===== config.mk =====
export PLATFORM = sky130hd
export DESIGN_NAME = mult_div_unit
export DESIGN_NICKNAME = d
export VERILOG_FILES = /design/src/rtl/mult_div_unit.sv
export SDC_FILE = /design/constraint.sdc
export NUM_CORES = 1
export LEC_CHECK = 0
export BUFFER_PORTS_ARGS = -buffer_cell sky130_fd_sc_hd__buf_2
export CAP_MARGIN = 10
export CORE_MARGIN = 3
export CORE_UTILIZATION = 23
export DETAILED_ROUTE_END_ITERATION = 10
export GPL_ROUTABILITY_DRIVEN = 0
export HOLD_SLACK_MARGIN = 0.05
export SLEW_MARGIN = 20
export SYNTH_ARGS = -nofsm -noshare
export SYNTH_HDL_FRONTEND = slang
export SYNTH_SLANG_ARGS = --single-unit

===== constraint.sdc =====
create_clock -name clk -period 3.8 [get_ports clk]
set_input_delay 0.38 -clock clk [delete_from_list [all_inputs] [get_ports clk]]
set_output_delay 0.38 -clock clk [all_outputs]
set_load 0.05 [all_outputs]

===== src/rtl/mult_div_unit.sv =====
// Iterative MIPS multiply/divide unit owning HI/LO, with busy/done handshake and MTHI/MTLO writes.
// Optional macro MDU_FAST_MULT_EN: MULT/MULTU use one combinational multiplier and skip the iterative phase.
module mult_div_unit #(
    parameter int unsigned WIDTH = 32
) (
    input  logic             clk,
    input  logic             rst_n,
    input  logic             start,
    input  logic [1:0]       op,
    input  logic [WIDTH-1:0] srcA,
    input  logic [WIDTH-1:0] srcB,
    input  logic             hi_we,
    input  logic             lo_we,
    input  logic [WIDTH-1:0] wd,
    output logic [WIDTH-1:0] hi,
    output logic [WIDTH-1:0] lo,
    output logic             busy,
    output logic             done
);
    localparam int unsigned DW = 2 * WIDTH;
    localparam int unsigned CW = $clog2(WIDTH) + 1;

    typedef enum logic [1:0] {S_IDLE, S_CALC, S_FIX, S_DONE} state_t;

    state_t           state_q, state_d;
    logic             is_div_q, is_div_d;
    logic             neg_res_q, neg_res_d;
    logic             neg_rem_q, neg_rem_d;
    logic [WIDTH-1:0] a_q, a_d;
    logic [WIDTH-1:0] b_q, b_d;
    logic [DW-1:0]    acc_q, acc_d;
    logic [CW-1:0]    cnt_q, cnt_d;
    logic [WIDTH-1:0] hi_q, hi_d;
    logic [WIDTH-1:0] lo_q, lo_d;
    logic             busy_q, busy_d;
    logic             done_q, done_d;

    logic             sign_a, sign_b;
    logic [WIDTH-1:0] abs_a, abs_b;
    logic [WIDTH:0]   add_sum;
    logic [WIDTH:0]   sub_diff;
    logic [DW-1:0]    prod, prod_fix;
    logic [WIDTH-1:0] quo, rem;

    // Signed ops work on magnitudes; signs are reapplied in FIX.
    assign sign_a = ~op[0] & srcA[WIDTH-1];
    assign sign_b = ~op[0] & srcB[WIDTH-1];
    assign abs_a  = sign_a ? (-srcA) : srcA;
    assign abs_b  = sign_b ? (-srcB) : srcB;

    // Multiply: acc = {partial product, remaining multiplier}; divide: acc = {partial remainder, dividend/quotient}.
    assign add_sum  = {1'b0, acc_q[DW-1:WIDTH]} + (acc_q[0] ? {1'b0, a_q} : {(WIDTH+1){1'b0}});
    assign sub_diff = acc_q[DW-1:WIDTH-1] - {1'b0, b_q};

`ifdef MDU_FAST_MULT_EN
    assign prod = is_div_q ? acc_q : (DW'(a_q) * DW'(b_q));
`else
    assign prod = acc_q;
`endif
    assign prod_fix = neg_res_q ? (-prod) : prod;
    assign quo      = acc_q[WIDTH-1:0];
    assign rem      = acc_q[DW-1:WIDTH];

    always_ff @(posedge clk or negedge rst_n) begin
        if (!rst_n) begin
            state_q   <= S_IDLE;
            is_div_q  <= 1'b0;
            neg_res_q <= 1'b0;
            neg_rem_q <= 1'b0;
            a_q       <= '0;
            b_q       <= '0;
            acc_q     <= '0;
            cnt_q     <= '0;
            hi_q      <= '0;
            lo_q      <= '0;
            busy_q    <= 1'b0;
            done_q    <= 1'b0;
        end else begin
            state_q   <= state_d;
            is_div_q  <= is_div_d;
            neg_res_q <= neg_res_d;
            neg_rem_q <= neg_rem_d;
            a_q       <= a_d;
            b_q       <= b_d;
            acc_q     <= acc_d;
            cnt_q     <= cnt_d;
            hi_q      <= hi_d;
            lo_q      <= lo_d;
            busy_q    <= busy_d;
            done_q    <= done_d;
        end
    end

    always_comb begin
        state_d   = state_q;
        is_div_d  = is_div_q;
        neg_res_d = neg_res_q;
        neg_rem_d = neg_rem_q;
        a_d       = a_q;
        b_d       = b_q;
        acc_d     = acc_q;
        cnt_d     = cnt_q;
        hi_d      = hi_q;
        lo_d      = lo_q;

        case (state_q)
            S_IDLE: begin
                if (hi_we) hi_d = wd;
                if (lo_we) lo_d = wd;
                if (start) begin
                    is_div_d  = op[1];
                    a_d       = abs_a;
                    b_d       = abs_b;
                    neg_res_d = sign_a ^ sign_b;
                    neg_rem_d = sign_a;
                    acc_d     = {{WIDTH{1'b0}}, (op[1] ? abs_a : abs_b)};
                    cnt_d     = '0;
                    state_d   = S_CALC;
`ifdef MDU_FAST_MULT_EN
                    if (!op[1]) state_d = S_FIX;
`endif
                end
            end
            S_CALC: begin
                if (is_div_q) begin
                    if (sub_diff[WIDTH]) acc_d = {acc_q[DW-2:0], 1'b0};
                    else                 acc_d = {sub_diff[WIDTH-1:0], acc_q[WIDTH-2:0], 1'b1};
                end else begin
                    acc_d = {add_sum, acc_q[WIDTH-1:1]};
                end
                cnt_d = cnt_q + CW'(1);
                if (cnt_q == CW'(WIDTH - 1)) state_d = S_FIX;
            end
            S_FIX: begin
                if (is_div_q) begin
                    // Divide by zero: all-ones quotient, dividend passed through as remainder.
                    if (b_q == '0) begin
                        lo_d = '1;
                        hi_d = neg_rem_q ? (-a_q) : a_q;
                    end else begin
                        lo_d = neg_res_q ? (-quo) : quo;
                        hi_d = neg_rem_q ? (-rem) : rem;
                    end
                end else begin
                    hi_d = prod_fix[DW-1:WIDTH];
                    lo_d = prod_fix[WIDTH-1:0];
                end
                state_d = S_DONE;
            end
            S_DONE:  state_d = S_IDLE;
            default: state_d = S_IDLE;
        endcase

        busy_d = (state_d != S_IDLE);
        done_d = (state_d == S_DONE);
    end

    assign hi   = hi_q;
    assign lo   = lo_q;
    assign busy = busy_q;
    assign done = done_q;

endmodule

Yosys cells after proc, flatten, opt, wreduce, memory -nomap -nowiden:

Index checks and enable logic that the tools add are counted.

* $add $sub $neg: 9
* equal/unequal tests: 8
* mux-type cells: 25
* bitwise logic cells: 4
* reductions and logical operators: 9

Operators by type and width (count)
* $mux 32: 13
* $mux 64: 4
* $neg 32->32: 5
* $pmux 32 s2: 2
* $pmux 64 s2: 1
* $neg 64->64: 1
* $add 32x32->33: 1
* $sub 33x32->33: 1
* $logic_not 32->1: 1
* $pmux 6 s2: 1
* $pmux 2 s4: 1
* $reduce_and 2->1: 4
* $add 6x1->6 const B: 1
* $eq 2x2->1 const B: 3
* $eq 6x5->1 const B: 1
* $mux 6: 1
* $ne 2x2->1 const B: 3
* $reduce_bool 2->1: 3
* $mux 2: 2
* $and 1x1->1: 2
* $eq 2x1->1 const B: 1
* $logic_not 2->1: 1
* $not 1->1: 1
* $xor 1x1->1: 1

* flip-flop bits (word level): 205
* input bits: 103
* output and inout bits: 66

Longest topological paths before layout:

* word-level depth: 6
* depth in mapped cells: 15

Least setup slack after synthesis:

No wires, ideal clock.

* path kind: register to register
* start point: register acc_q[0]
* end point: register acc_q[59]
* arrival time: 3.174 ns
* data required time: 3.705 ns
* path slack: 0.530 ns
* stages on the path, launching flop included: 14
* buffers on the path: 2
* cell sequence: dfrtp_1 > buf_2 > clkbuf_1 > and2_1 > ha_1 > o211ai_1 > a21oi_1 > o41a_1 > a211oi_1 > nor2_1 > a2111oi_0 > nor3_1 > o21a_1 > o31ai_1

* cells in the longest elaborated chain, start to end: 4

RTL lines
* start, declared: line 31 `logic [DW-1:0] acc_q, acc_d;`
* start signal, assigned: line 72 `acc_q <= '0;`
* start signal, assigned: line 85 `acc_q <= acc_d;`
* $mux 32: line 52 `assign add_sum = {1'b0, acc_q[DW-1:WIDTH]} + (acc_q[0] ? {1'b0, a_q} : {(WIDTH+1){1'b0}});`
* $add 32x32->33: line 52
* $mux 64: line 125 `if (is_div_q) begin`
* $pmux 64 s2: line 106 `case (state_q)`

No other way between the ends.
A chain may end at the register's enable or synchronous reset.

Final worst setup path:

* start point: register acc_q[34]
* end point: register acc_q[61]

* cells in the longest elaborated chain, start to end: 4
* elaborated cells between the ends (all ways): 5
* classes of those cells: 2 x add/sub; 3 x mux

RTL lines
* $sub 33x32->33: line 53 `assign sub_diff = acc_q[DW-1:WIDTH-1] - {1'b0, b_q};`
* $mux 64: line 126 `if (sub_diff[WIDTH]) acc_d = {acc_q[DW-2:0], 1'b0};`
* $mux 64 *: line 125
* $pmux 64 s2 *: line 106

Every way passes the cells marked *; elsewhere a longest branch is shown, timed or not.

==> impl_metrics.env <==
export IMPL_outcome="finished, final reports clean"
export IMPL_synthTopCellsByArea="dfrtp_1 (29%), o21ai_0 (7.7%), xnor2_1 (7.4%)"
export IMPL_ys_top_cells_by_count="nand2_1 (280), o21ai_0 (270), dfrtp_1 (205)"
export IMPL_dpl_instance_area_sq_um=19900
export IMPL_path_max_fanout=9
export IMPL_end_kind="register"
export IMPL_layout_cells_non_filler=3378
export IMPL_totalWireLength_microns=73000
export IMPL_r2r_start="acc_q[34]"
export IMPL_rows=100
export IMPL_synth_top_cell_area_share_pct=29.2
export IMPL_worst_setup_path_type="register to register"
export IMPL_fin_crit_sh_pct=94.5
export IMPL_ant_nets=0
export IMPL_syn_cell_area_sq_um=17600
export IMPL_grtUsageMet3_pct=3.24
export IMPL_postCtsSetupBuffers=0
export IMPL_die_height_microns=283
export IMPL_synthFlopType="dfrtp_1"
export IMPL_ys_async_sr_fraction_pct=100
export IMPL_grt_pass1_wl_microns=107000
export IMPL_period_needed_ns=3.59
export IMPL_io_pins=169
export IMPL_drc_errors=0
export IMPL_synth_most_common_cell="nand2_1"
export IMPL_setup_violations=0
export IMPL_rsz0062_at_grt="false"
export IMPL_ys_types=84
export IMPL_met1_usage_pct=23.5
export IMPL_numPortBuffers=168
export IMPL_crit_path_start="acc_q[34]"
export IMPL_clk_pin_slew_ns=0.06
export IMPL_slew_limit_headroom_pct=33.4
export IMPL_synth_top_area_cell="dfrtp_1"
export IMPL_use_met2_pct=28.5
export IMPL_grt_usage_pct=17.5
export IMPL_hold_class="primary input to register"
export IMPL_busiest_layer="met2"
export IMPL_powerDensity_nw_per_um2=1080
export IMPL_crit_required_ns=4.21
export IMPL_hold_slack_ns=0.108
export IMPL_core_sq_um=75100
export IMPL_overflow=0
export IMPL_first_pass_iters=6
export IMPL_final_max_slew_viol_count=0
export IMPL_area_growth_synth_to_final_pct=17.9
export IMPL_arrival_ns=4.00
export IMPL_final_cell_area_sq_um=20700
export IMPL_min_from="start"
export IMPL_finalPower_w=0.0224
export IMPL_cts_sinks=205
export IMPL_synth_fp_nets=2426
export IMPL_nets=2565
export IMPL_numCtsBuffers=24
export IMPL_ir_worst_vdd_mv=0.518
export IMPL_grt_pass1_vias=16767
export IMPL_synth_seq_cells=205
export IMPL_numPlacedInstances=3332
export IMPL_synth_cells=2251
export IMPL_synth_edf_count=0
export IMPL_fillers=8199
export IMPL_grt_max_degree=101
export IMPL_hold_viol=0
export IMPL_die_w_microns=283
export IMPL_p_leak_nw=8.71
export IMPL_cts_buffer_depth=3
export IMPL_initial_core_util_pct=23.4
export IMPL_ys_warn_count=0
export IMPL_drt_wirelength_per_cell_microns=21.6
export IMPL_critPathLaunchType="register"
export IMPL_max_freq_mhz=279
export IMPL_drtIter0Drc=1942
export IMPL_setup_tns_ns=0
export IMPL_dieArea_sq_um=79800
export IMPL_fin_worst_skew_ns=0.00956
export IMPL_cap_violations=0
export IMPL_yosysSeqAreaShare_pct=29.2
export IMPL_htreeDepth=1
export IMPL_cts_tree="built"
export IMPL_clk_latency_ns=0.55
export IMPL_vias=18048
export IMPL_worstMarginPinSlew_ns=1.00
export IMPL_hpwl_microns=58800
export IMPL_root_buffer="clkbuf_16"
export IMPL_antenna_found_initial=1
export IMPL_syn_avg_cell_area_sq_um=7.81
export IMPL_drive_above_1_share_pct=14.7
export IMPL_vias_per_cell=5.34
-- report_power, final --
group | switching (W) | internal (W) | total, W
sequential | 0.00145 | 0.00327 | 0.00472
clock | 0.000990 | 0.00147 | 0.00246
combinational | 0.00949 | 0.00571 | 0.0152
-- path summary, 6_finish.rpt --
path | end | slack (ns) | cells past startpoint
worst min-delay path | state_q[0] | 0.11 | 3
worst min register to register | lo[11] | 0.48 | 2
worst max-delay path | acc_q[61] | 0.21 | 11
max in group asynchronous | acc_q[32] | 2.34 | 3
worst max register to register | acc_q[61] | 0.21 | 11
min in group asynchronous | lo[5] | 0.49 | 2
-- per-layer routing --
| layer | vias up | wire length (microns) |
|---|---|---|
| li1 | 8408 | - |
| met1 | 8712 | 30800 |
| met2 | 773 | 33600 |
| met3 | 155 | 6100 |
| met4 | 0 | 2430 |
| met5 | - | 0 |
-- stage by stage --
stage	utilization, %	setup WS (ns)
final	27.6	0.211
after global routing	27.6	0.00840
after CTS	27.6	0.117
after detailed placement	26.5	0.146
after global placement	26.5	0.120
after floorplan	-	0.530
-- worst max-delay path, cell delays in order, from the launching register on --
cell,delay (ns)
dfrtp_1,0.66
ha_1,0.40
o21a_1,0.20
o31a_1,0.13
o21ai_1,0.33
o211ai_1,0.20
a211oi_1,0.35
nor3_1,0.12
buf_4,0.18
or2_2,0.38
nor4b_1,0.38
a2111oi_0,0.12
-- repair_timing --
item                                    CTS  global route
endpoints found under the setup margin    0             5
hold buffers                              1             0
gates resized for setup                   0             3
endpoints found under the hold margin    68             0
-- layout by cell type, fill, tap and decap left out, types with 24 or more instances in the layout --
master       n
nor2_1     128
mux2i_1     71
o211ai_1    24
clkbuf_16   25
inv_1       61
a21o_1      32
nand3_1     32
xnor2_1    149
buf_2      167
or3_1       35
and2_1      38
dfrtp_1    202
ha_1        70
o21ai_0    270
nor3_1      40
buf_4       96
xor2_1      71
nand2_1    279
nand2b_1    26
o22ai_1     33
a21oi_1    175
nor4_1      29
-- final cells by class --
type	instances	area, sq um	area share [%]
multi-input combinational	1828	11700	56.3
timing repair buffer	269	1660	8.01
sequential	205	5130	24.8
antenna	1	2.50	0.0121
clock buffer	33	686	3.31
tap	969	1210	5.85
clock inverter	11	140	0.676
inverter	62	233	1.12
-- sequential cells by signal, indices dropped and copies added, names as in the netlist --
signal and flops:
a_q 32, acc_q 64, b_q 32, busy 1, cnt_q 6, done 1, hi 32, is_div_q 1
lo 32, neg_rem_q 1, neg_res_q 1, state_q 2
-- kinds of logic after synthesis --
logic type,Yosys count,share of synthesized area (%)
AOI/OAI and AO/OA,743,25.8
muxes,75,4.36
xor gates and xnor gates,220,11.0
adders and majority gates,72,5.21
DFF,205,29.2
buffers and inverters,218,4.77
and+or+nand+nor,718,19.8
Note: power is estimated with default switching activity, not from simulation.
